[src/rtl/bitfusion_pe_if.sv]
// Beat-level bus of the Bit-Fusion PE: controls and operands in, registered partial sum out.
interface bitfusion_pe_if #(
    parameter int DATA_W = 8,
    parameter int PSUM_W = 19
) ();
    logic              en;
    logic              in_valid;
    logic [DATA_W-1:0] in;
    logic [DATA_W-1:0] weight;
    logic [PSUM_W-1:0] psum_in;
    logic [1:0]        mode;
    logic              s_in;
    logic              s_weight;
    logic              acc_local;
    logic              acc_clr;
    logic [PSUM_W-1:0] psum_fwd;
    logic              out_valid;

    modport master (
        output en, in_valid, in, weight, psum_in, mode, s_in, s_weight, acc_local, acc_clr,
        input  psum_fwd, out_valid
    );

    modport slave (
        input  en, in_valid, in, weight, psum_in, mode, s_in, s_weight, acc_local, acc_clr,
        output psum_fwd, out_valid
    );
endinterface

[src/rtl/bitfusion_pe.sv]
// Three-stage Bit-Fusion PE: capture, fused dot product, accumulate into psum_in or a local acc.
module bitfusion_pe #(
    parameter int DATA_W = 8,
    parameter int PSUM_W = 19
) (
    input  logic          clk,
    input  logic          rst_n,
    bitfusion_pe_if.slave bus
);
    localparam int H = DATA_W / 2;
    localparam int Q = DATA_W / 4;

    typedef enum logic [1:0] {
        MODE_X1  = 2'b00,
        MODE_X2  = 2'b01,
        MODE_X4  = 2'b10,
        MODE_RSV = 2'b11
    } mode_e;

    logic              s1_valid, s1_s_in, s1_s_weight, s1_acc_local, s1_acc_clr;
    logic [DATA_W-1:0] s1_in, s1_weight;
    logic [PSUM_W-1:0] s1_psum;
    logic [1:0]        s1_mode;

    logic              s2_valid, s2_acc_local, s2_acc_clr;
    logic [PSUM_W-1:0] s2_sum, s2_psum;

    logic [PSUM_W-1:0] acc, dot, ea, ew, base, result;

    // NOTE: sequential state uses non-blocking assignments so every stage samples pre-edge values.
    always_ff @(posedge clk or negedge rst_n) begin
        if (!rst_n) begin
            s1_valid     <= 1'b0;
            s1_in        <= '0;
            s1_weight    <= '0;
            s1_psum      <= '0;
            s1_mode      <= '0;
            s1_s_in      <= 1'b0;
            s1_s_weight  <= 1'b0;
            s1_acc_local <= 1'b0;
            s1_acc_clr   <= 1'b0;
        end else if (bus.en) begin
            s1_valid     <= bus.in_valid;
            s1_in        <= bus.in;
            s1_weight    <= bus.weight;
            s1_psum      <= bus.psum_in;
            s1_mode      <= bus.mode;
            s1_s_in      <= bus.s_in;
            s1_s_weight  <= bus.s_weight;
            s1_acc_local <= bus.acc_local;
            s1_acc_clr   <= bus.acc_clr;
        end
    end

    // NOTE: every variable gets a default first so no path leaves one unassigned (no latch).
    always_comb begin
        dot = '0;
        ea  = '0;
        ew  = '0;
        case (mode_e'(s1_mode))
            MODE_X2: begin
                for (int i = 0; i < 2; i++) begin
                    ea  = {{(PSUM_W-H){s1_s_in     & s1_in[i*H+H-1]}},     s1_in[i*H +: H]};
                    ew  = {{(PSUM_W-H){s1_s_weight & s1_weight[i*H+H-1]}}, s1_weight[i*H +: H]};
                    dot = dot + ea * ew;
                end
            end
            MODE_X4: begin
                for (int i = 0; i < 4; i++) begin
                    ea  = {{(PSUM_W-Q){s1_s_in     & s1_in[i*Q+Q-1]}},     s1_in[i*Q +: Q]};
                    ew  = {{(PSUM_W-Q){s1_s_weight & s1_weight[i*Q+Q-1]}}, s1_weight[i*Q +: Q]};
                    dot = dot + ea * ew;
                end
            end
            default: begin
                // The reserved encoding shares the single full-width element path.
                ea  = {{(PSUM_W-DATA_W){s1_s_in     & s1_in[DATA_W-1]}},     s1_in};
                ew  = {{(PSUM_W-DATA_W){s1_s_weight & s1_weight[DATA_W-1]}}, s1_weight};
                dot = ea * ew;
            end
        endcase
    end

    always_ff @(posedge clk or negedge rst_n) begin
        if (!rst_n) begin
            s2_valid     <= 1'b0;
            s2_sum       <= '0;
            s2_psum      <= '0;
            s2_acc_local <= 1'b0;
            s2_acc_clr   <= 1'b0;
        end else if (bus.en) begin
            s2_valid     <= s1_valid;
            s2_sum       <= dot;
            s2_psum      <= s1_psum;
            s2_acc_local <= s1_acc_local;
            s2_acc_clr   <= s1_acc_clr;
        end
    end

    always_comb begin
        base = s2_psum;
        if (s2_acc_local) base = s2_acc_clr ? '0 : acc;
        result = base + s2_sum;
    end

    // NOTE: acc is architectural state read before any clear, so it is reset along with the pipeline.
    always_ff @(posedge clk or negedge rst_n) begin
        if (!rst_n) begin
            acc           <= '0;
            bus.psum_fwd  <= '0;
            bus.out_valid <= 1'b0;
        end else if (bus.en) begin
            if (s2_valid) begin
                bus.psum_fwd  <= result;
                bus.out_valid <= 1'b1;
                if (s2_acc_local) acc <= result;
            end else begin
                bus.out_valid <= 1'b0;
            end
        end
    end
endmodule

[src/flat_wrapper.sv]
// flat-port wrapper written by rule: the top's interface ports become plain ports
module bitfusion_pe_flat 
#(
    parameter int DATA_W = 8,
    parameter int PSUM_W = 19
)
  (clk, rst_n, bus_en, bus_in_valid, bus_in, bus_weight, bus_psum_in, bus_mode, bus_s_in, bus_s_weight, bus_acc_local, bus_acc_clr, bus_psum_fwd, bus_out_valid);
  bitfusion_pe_if #(.DATA_W(DATA_W), .PSUM_W(PSUM_W)) bus_i ();
  input  logic clk;
  input  logic rst_n;
  input wire logic [$bits(bus_i.en)-1:0] bus_en;
  input wire logic [$bits(bus_i.in_valid)-1:0] bus_in_valid;
  input wire logic [$bits(bus_i.in)-1:0] bus_in;
  input wire logic [$bits(bus_i.weight)-1:0] bus_weight;
  input wire logic [$bits(bus_i.psum_in)-1:0] bus_psum_in;
  input wire logic [$bits(bus_i.mode)-1:0] bus_mode;
  input wire logic [$bits(bus_i.s_in)-1:0] bus_s_in;
  input wire logic [$bits(bus_i.s_weight)-1:0] bus_s_weight;
  input wire logic [$bits(bus_i.acc_local)-1:0] bus_acc_local;
  input wire logic [$bits(bus_i.acc_clr)-1:0] bus_acc_clr;
  output wire logic [$bits(bus_i.psum_fwd)-1:0] bus_psum_fwd;
  output wire logic [$bits(bus_i.out_valid)-1:0] bus_out_valid;
  assign bus_i.en = bus_en;
  assign bus_i.in_valid = bus_in_valid;
  assign bus_i.in = bus_in;
  assign bus_i.weight = bus_weight;
  assign bus_i.psum_in = bus_psum_in;
  assign bus_i.mode = bus_mode;
  assign bus_i.s_in = bus_s_in;
  assign bus_i.s_weight = bus_s_weight;
  assign bus_i.acc_local = bus_acc_local;
  assign bus_i.acc_clr = bus_acc_clr;
  assign bus_psum_fwd = bus_i.psum_fwd;
  assign bus_out_valid = bus_i.out_valid;
  bitfusion_pe #(.DATA_W(DATA_W), .PSUM_W(PSUM_W)) u_core (.clk(clk), .rst_n(rst_n), .bus(bus_i));
endmodule
[config.mk]
export PLATFORM = sky130hd
export DESIGN_NAME = bitfusion_pe_flat
export DESIGN_NICKNAME = d
export VERILOG_FILES = /design/src/rtl/bitfusion_pe_if.sv /design/src/rtl/bitfusion_pe.sv /design/src/flat_wrapper.sv
export SDC_FILE = /design/constraint.sdc
export NUM_CORES = 1
export LEC_CHECK = 0
export ABC_CLOCK_PERIOD_IN_PS = 7200
export CORE_MARGIN = 5
export CORE_UTILIZATION = 55
export DETAILED_ROUTE_END_ITERATION = 8
export PLACE_DENSITY = 0.82
export SKIP_LAST_GASP = 1
export SLEW_MARGIN = 20
export SYNTH_ARGS = -nofsm -noshare
export SYNTH_HDL_FRONTEND = slang
export SYNTH_SLANG_ARGS = --single-unit
[constraint.sdc]
create_clock -name clk -period 7.2 [get_ports clk]
set_input_delay 1.44 -clock clk [delete_from_list [all_inputs] [get_ports clk]]
set_output_delay 1.44 -clock clk [all_outputs]
set_load 0.01 [all_outputs]
After elaboration in Yosys (flattened, before gate mapping)
Cells that the tools add are included.
{"block": "totals", "register_bits": 122, "wordCells": 45}
{"block": "op_classes", "n_addsub": 5, "multipliers": 7, "eq_ne": 2, "muxes": 4, "bitwise_logic": 8, "n_reduce_logical": 2}
{"operator": "$add 19x19->19", "n": 5}
{"operator": "$mux 19", "n": 2}
{"operator": "$pmux 19 s2", "n": 1}
{"operator": "$mul 3x3->6", "n": 4}
{"operator": "$mul 5x5->10", "n": 2}
{"operator": "$mul 9x9->18", "n": 1}
{"operator": "$and 1x1->1", "n": 8}
{"operator": "$reduce_and 3->1", "n": 1}
{"operator": "$eq 2x1->1 const B", "n": 1}
{"operator": "$eq 2x2->1 const B", "n": 1}
{"operator": "$reduce_and 2->1", "n": 1}
{"operator": "$mux 1", "n": 1}

Logic depth before layout (Yosys ltp)
Gate-level depths: netlist of run 1.
{"block": "logic_depth", "word_depth": 6, "mapped_depth": 26}

Worst setup path after synthesis of run 1
OpenSTA, ideal clock, no wires.
{"block": "synth_timing", "path_type": "register -> register", "from": "reg u_core.s1_s_weight", "to": "reg u_core.s2_sum[9]", "setup_ns": 0.138, "t_arrival_ns": 5.479, "t_required_ns": 7.062, "path_slack_ns": 1.582, "stages_incl_launch_ff": 24, "path_buffers": 1, "path_cell_list": "dfrtp_1 nand2_1 clkbuf_1 or2_2 fa_1 fa_1 inv_1 ha_1 inv_1 fa_1 xnor2_1 xnor2_1 fa_1 fa_1 inv_1 ha_1 inv_1 o21ai_0 nand2_1 nand2_1 fa_1 and3_1 a21oi_1 a31oi_1"}
{"block": "synth_via", "elab_chain_len": 6, "word_cells_on_any_way": 16, "cone_classes": "add/sub (4); mul (7); mux (1); bitwise (4)"}
{"element": "from (decl)", "line_no": "bitfusion_pe.sv:20", "rtl": "logic s1_valid, s1_s_in, s1_s_weight, s1_acc_local, s1_acc_clr;"}
{"element": "from (signal assigned)", "line_no": "bitfusion_pe.sv:49", "rtl": "s1_s_weight <= bus.s_weight;"}
{"element": "$and 1x1->1, on equally long branches", "line_no": "bitfusion_pe.sv:71, bitfusion_pe.sv:64"}
{"element": "$mul 3x3->6", "line_no": "bitfusion_pe.sv:72", "rtl": "dot = dot + ea * ew;"}
{"element": "$add 19x19->19 (3 in series)", "line_no": "bitfusion_pe.sv:72"}
{"element": "$pmux 19 s2 *", "line_no": "bitfusion_pe.sv:60", "rtl": "case (mode_e'(s1_mode))"}
{"element": "to (signal assigned)", "line_no": "bitfusion_pe.sv:93", "rtl": "s2_sum <= dot;"}
{"element": "to (decl)", "line_no": "bitfusion_pe.sv:26", "rtl": "logic [PSUM_W-1:0] s2_sum, s2_psum;"}
Every way passes the cells marked *; elsewhere a longest branch is shown, timed or not.
A chain may end at the register's enable or synchronous reset.

Worst setup path after layout of run 1
{"block": "layout_timing", "from": "reg u_core.s1_weight[7]", "to": "reg u_core.s2_sum[8]"}
{"block": "layout_via", "elab_chain_len": 4, "word_cells_on_any_way": 7, "cone_classes": "add/sub (2); mul (3); mux (1); bitwise (1)"}
{"element": "from (decl)", "line_no": "bitfusion_pe.sv:21", "rtl": "logic [DATA_W-1:0] s1_in, s1_weight;"}
{"element": "from (signal assigned)", "line_no": "bitfusion_pe.sv:45", "rtl": "s1_weight <= bus.weight;"}
{"element": "$and 1x1->1", "line_no": "bitfusion_pe.sv:64, bitfusion_pe.sv:71, bitfusion_pe.sv:78"}
{"element": "$mul 5x5->10 / $mul 3x3->6 (equally long branches)", "line_no": "bitfusion_pe.sv:65, bitfusion_pe.sv:72"}
{"element": "$add 19x19->19, on equally long branches", "line_no": "bitfusion_pe.sv:65, bitfusion_pe.sv:72"}
{"element": "$pmux 19 s2 *", "line_no": "bitfusion_pe.sv:60"}
Marked as above.

==> out/results.ini, run 1 <==
[layout]
regArea_um2=3050
drive_gt1_frac=0.0840
multi_input_area_um2=8220
fill_cells=1765
antennaDiodeCount=0
final_nets=1629
syn_to_final_growth_pct=11.0
fin_area_um2=13600

[logic_synthesis]
synth_area_leaders=dfrtp_1, fa_1, ha_1, inv_1, mux2_2
yosysUniqueCellTypes=65
synthCells=1295
yosysTopAreaCell=dfrtp_1
synth_edf_count=0
ys_ff_latch=122
syn_area_per_cell_um2=9.47
yosysWarnings=0
synthTopCellsByCount=inv_1, nand2_1, fa_1
syn_area_um2=12300
ys_seq_area_frac=0.249
async_flop_share=1.00
synth_top_area_share=0.249
syn_nets=1590
synth_most_common_cell=inv_1
synth_top_flop_cell=dfrtp_1

[sta]
skew_ns=0.0195
rsz0062_at_grt=false
post-route-min-period_ns=6.28
max-slew-margin-rel=0.270
setup_violations=0
finalCritPeriodShare=0.873
fmax_ghz=0.159
fin_setup_tns_ns=0
tightest_slew_ns=1.09
finalHoldViolations=0
finalMaxSlewViolations=0

[critical_path]
cpPeakStageDelay_ns=0.74
critPathArrivalTime_ns=6.59
r2r_slack_ns=0.92
critPathRequiredTime_ns=7.50
critPathLaunchType=flop
crit_fanout=11
end_kind=flop
crit_chain=nand2_1 > or2_2 > fa_1 > fa_1 > inv_1 > ha_1 > inv_1 > fa_1 > xnor2_1 > xnor2_1 > fa_1 > fa_1 > inv_1 > ha_1 > o21ai_0 > nor2_1 > o21ai_0 > nand2_1 > fa_1 > a221oi_1 > nor2_1
crit_type=reg -> reg
cp_slowest_cell=fa_1
cp_common_cell=fa_1

[power]
p_switching_mw=3.42
ir_drop_v=0.000337
seq_power_share=0.152
internal_power_mw=3.40
p_comb_frac=0.737
p_leak_nw=6.77
clock_power_share=0.111
powerDensity_nw_per_um2=502
p_sw_frac=0.501

[status]
outcome=finished clean

[global_route]
grt_max_degree=85
top_usage_layer=met2
first_global_vias=9494
grt_overflow_total=0
grt_first_pass_wirelength_um=49500
gr-usage-met3=0.0427
grt_use_met2=0.387
grt.total_usage=0.240
grt_antenna_before_repair=1
met1_usage=0.330

[routing]
dr.pass1.iters=9
drcViolationCount=0
drtIter0Drc=707
vias=9391
postRouteWirelength_um=29900
routed_via_density=5.78
wl_per_cell_um=18.4
antenna_left=0

[cts]
cts.repair.resized=0
clock_latency_ns=0.43
postCtsSetupBuffers=0
clkSlewWorstSetupHoldPaths_ns=0.07
cts_max_path_buffers=2
cts_root_buffer=clkbuf_16
ctsHoldBuffers=0
cts_tree=done
cts.sinks=122
numCtsBuffers=17
cts.htree.levels=4

[flow_run]
timing.max_cap.violations=0

[floorplan]
die_w_um=159
pin_count=65
die_area_um2=25400
die_h_um=159
initial_core_util=0.560
coreArea_um2=21900
fp-row-count=54

[placed_design]
post_dp_cell_area_um2=13100
gp_congestion=0.900
dpl.hpwl_um=23800
port_buffers=64

[hold_path]
hold_path_class=reg -> reg

==> power groups by stage <==
| stage | sequential (mW) | combinational, mW | clock [mW] |
|---|---|---|---|
| 4_1_cts | 1.04 | 4.98 | 0.760 |
| 3_5_place_dp | 1.04 | 4.91 | 0 |
| 5_1_grt | 1.06 | 5.65 | 0.792 |
| 3_3_place_gp | 1.03 | 4.78 | 0 |
| 2_1_floorplan | 0.999 | 3.60 | 0 |
| 6_report | 1.04 | 5.03 | 0.758 |
==> per-layer routing <==
layer	vias to the layer above	share of wire
li1	4325	-
met1	4614	0.41
met2	375	0.48
met3	77	0.072
met4	0	0.034
met5	-	0
==> placed cells by master (no fill, tap or decap), drive strengths merged, types with 10 or more instances in the layout <==
master and count:
inv 209, and2 36, and3 14, fa 129, nand2 142, mux2 52, o21ai 92, a21oi 49
a211oi 11, clkbuf 17, a21o 20, clkdlybuf4s50 62, dfrtp 122, ha 121, nor2 38, or2 14
xnor2 47, xor2 19, o21bai 12, nand3 22, o21a 10
==> stage by stage <==
stage | setup WS, ns | util | total power [mW] | hold slack [ns] | std cells
final | 0.917 | 0.621 | 6.82 | 0.473 | 1625
after global placement | 1.16 | 0.598 | 5.81 | 0.459 | 1595
after detailed placement | 0.964 | 0.598 | 5.96 | 0.470 | 1595
after floorplan | 1.58 | - | 4.60 | 0.446 | 1295
after CTS | 0.940 | 0.621 | 6.78 | 0.482 | 1625
after global routing | 0.443 | 0.621 | 7.50 | 0.500 | 1625
==> final timing paths <==
kind	cells after the start	from	endpoint
min in group asynchronous	1	rst_n	u_core.bus.out_valid
worst min-delay path	2	u_core.bus.psum_fwd[10]	u_core.bus.psum_fwd[10]
worst max register to register	21	u_core.s1_weight[7]	u_core.s2_sum[8]
worst max-delay path	21	u_core.s1_weight[7]	u_core.s2_sum[8]
max in group asynchronous	2	rst_n	u_core.s1_psum[5]
worst min register to register	2	u_core.bus.psum_fwd[10]	u_core.bus.psum_fwd[10]
==> area by class of cell <==
cell class / count / area share
Clock buffer: 17 / 0.0313
Clock inverter: 13 / 0.00607
Timing Repair Buffer: 70 / 0.0503
Sequential cell: 122 / 0.224
Multi-Input combinational cell: 914 / 0.604
Tap cell: 280 / 0.0258
Inverter: 209 / 0.0577
==> registers in the layout, summed over array words and instances (netlist names), 2 cells and up <==
register	flops
u_core.acc	19
u_core.bus.psum_fwd	19
u_core.s1_psum	19
u_core.s2_psum	19
u_core.s2_sum	19
u_core.s1_in	8
u_core.s1_weight	8
u_core.s1_mode	2
==> cells by family after synthesis <==
kind of cell               after synthesis  synth area share
buffers and inverters                  259            0.0802
and+or+nand+nor                        298             0.115
DFF                                    122             0.249
adders and majority gates              250             0.334
muxes                                   53            0.0486
xor gates and xnor gates                66            0.0472
AOI/OAI and AO/OA                      247             0.125
==> critical path, delay by kind of cell (launching register included) <==
family	cells	cell delay [ns]
buffers and inverters	3	0.23
AO/OA/AOI/OAI	3	0.61
AND/OR/NAND/NOR	5	0.93
adder cells (fa/ha/maj)	8	3.45
flip-flops	1	0.51
XOR/XNOR	2	0.40
Note: power is estimated with default switching activity, not from simulation.
==> run 2, diff against run 1 <==
SKIP_LAST_GASP = not set   (was 1)
==> results of run 2 <==
The final DEF is identical to that of run 1; final timing and power are the same.
==> run 3, diff against run 2 <==
CAP_MARGIN = 20   (was not set)
CORE_MARGIN = 1   (was 5)
PLACE_DENSITY = 0.74   (was 0.82)
==> run 3 against run 2 <==
  * Cell count increased by 0.18%
  * Combinational power hardly changed
  * Design area increased by 0.42%
  * Via count is 2.7% lower
  * Critical path depth grew 1
  * Sequential share of layout area fell by 0.095 points
  * Non-clock buffer count is the same
==> out/results.ini, run 3 (synthesis results as in run 1) <==
[layout]
final_util=0.626
final_nets=1629
instances_no_fill=1628
syn_to_final_growth_pct=11.4
layout_commonest_cell=inv_1
layout_common_cells=inv_1, nand2_1, fa_1, dfrtp_1, ha_1
drive_gt1_frac=0.0854

[sta]
post-route-min-period_ns=6.16
fin_setup_tns_ns=0
hold_ws_ns=0.483
skew_ns=0.0182
max-slew-margin-rel=0.442
finalCritPeriodShare=0.856
finalHoldViolations=0
tightest_slew_ns=0.836
setup_violations=0
fmax_ghz=0.162
finalMaxSlewViolations=0
rsz0062_at_grt=false

[routing]
antenna_left=0
vias=9142
drtIter0Drc=563
dr.pass1.iters=5
drcViolationCount=0
postRouteWirelength_um=29100
wl_per_cell_um=17.8
routed_via_density=5.62

[placed_design]
gp_congestion=0.911
dp.cells=1595
dpl.hpwl_um=23300
port_buffers=64

[cts]
numCtsBuffers=17
clkSlewWorstSetupHoldPaths_ns=0.07
ctsHoldBuffers=0
cts.htree.levels=4
cts.sinks=122
cts.repair.resized=0
clock_latency_ns=0.42
cts_root_buffer=clkbuf_16
postCtsSetupBuffers=0
cts_tree=done
cts_max_path_buffers=2

[power]
ir_drop_v=0.000427
p_sw_frac=0.502
p_total_mw=6.88
internal_power_mw=3.43
p_switching_mw=3.46
powerDensity_nw_per_um2=504
seq_power_share=0.151
p_leak_nw=6.79
p_comb_frac=0.728
clock_power_share=0.121

[global_route]
grt_overflow_total=0
grt_first_pass_wirelength_um=47200
grt.total_usage=0.273
grt_antenna_before_repair=1
grt_max_degree=69
first_global_vias=9096

[critical_path]
crit_type=reg -> reg
critPathArrivalTime_ns=6.42
critPathRequiredTime_ns=7.46
end_kind=flop
crit_fanout=11
critPathLaunchType=flop

[status]
outcome=finished clean

[floorplan]
fp-row-count=54
pin_count=65
die_w_um=151
initial_core_util=0.562
coreArea_um2=21800
die_h_um=151
die_area_um2=22900

[flow_run]
timing.max_cap.violations=0

[hold_path]
hold_path_class=reg -> reg

[run 3: layout make-up]
| type | instances | area, um^2 |
|---|---|---|
| Multi-Input combinational cell | 914 | 8220 |
| Fill cell | 1787 | 8160 |
| Sequential cell | 122 | 3050 |
| Inverter | 209 | 785 |
| Timing Repair Buffer | 70 | 681 |
| Clock buffer | 17 | 425 |
| Tap cell | 280 | 350 |
| Clock inverter | 15 | 141 |
| Antenna cell | 1 | 2.50 |
[run 3: per-stage QoR]
| stage | instance area (um^2) | setup WS (ns) |
|---|---|---|
| 3_3_place_gp | 13100 | 1.12 |
| 4_1_cts | 13700 | 1.03 |
| 6_report | 13700 | 1.04 |
| 3_5_place_dp | 13100 | 1.05 |
| 5_1_grt | 13700 | 0.579 |
| 2_1_floorplan | 12300 | 1.58 |
[run 3: worst paths after layout]
check / slack, ns / startpoint / end / depth (start not counted)
min in group asynchronous: 1.08 / rst_n / u_core.s2_sum[9] / 1
worst max-delay path: 1.04 / u_core.s1_weight[7] / u_core.s2_sum[9] / 22
worst min register to register: 0.48 / u_core.s1_psum[10] / u_core.s2_psum[10] / 2
worst min-delay path: 0.48 / u_core.s1_psum[10] / u_core.s2_psum[10] / 2
worst max register to register: 1.04 / u_core.s1_weight[7] / u_core.s2_sum[9] / 22
max in group asynchronous: 4.77 / rst_n / u_core.acc[15] / 2
[run 3: power groups by stage]
stage          Sequential [mW]  Clock (mW)  Combinational (mW)
2_1_floorplan            0.999           0                3.60
3_3_place_gp              1.04           0                4.81
3_5_place_dp              1.05           0                4.89
4_1_cts                   1.04       0.844                4.97
5_1_grt                   1.06       0.873                5.64
6_report                  1.04       0.833                5.01
[run 3: routing by layer]
metal,global-route usage,share of wire,up-vias
met3,0.0551,0.065,53
met2,0.427,0.47,307
li1,-,-,4334
met1,0.376,0.44,4448
met4,0.0965,0.030,0
met5,0,0,-
[run 3: worst max-delay path: stages (launching register included)]
cell,delay [ns]
dfrtp_1,0.51
nand2_1,0.31
or2_2,0.38
fa_1,0.51
fa_1,0.40
inv_1,0.06
ha_1,0.12
inv_1,0.05
fa_1,0.37
xnor2_1,0.14
xnor2_1,0.24
fa_1,0.50
fa_1,0.74
inv_1,0.11
ha_1,0.34
inv_1,0.05
o21ai_0,0.25
nand2_1,0.09
nand2_1,0.08
fa_1,0.40
and3_1,0.17
a21oi_1,0.11
a31oi_1,0.09
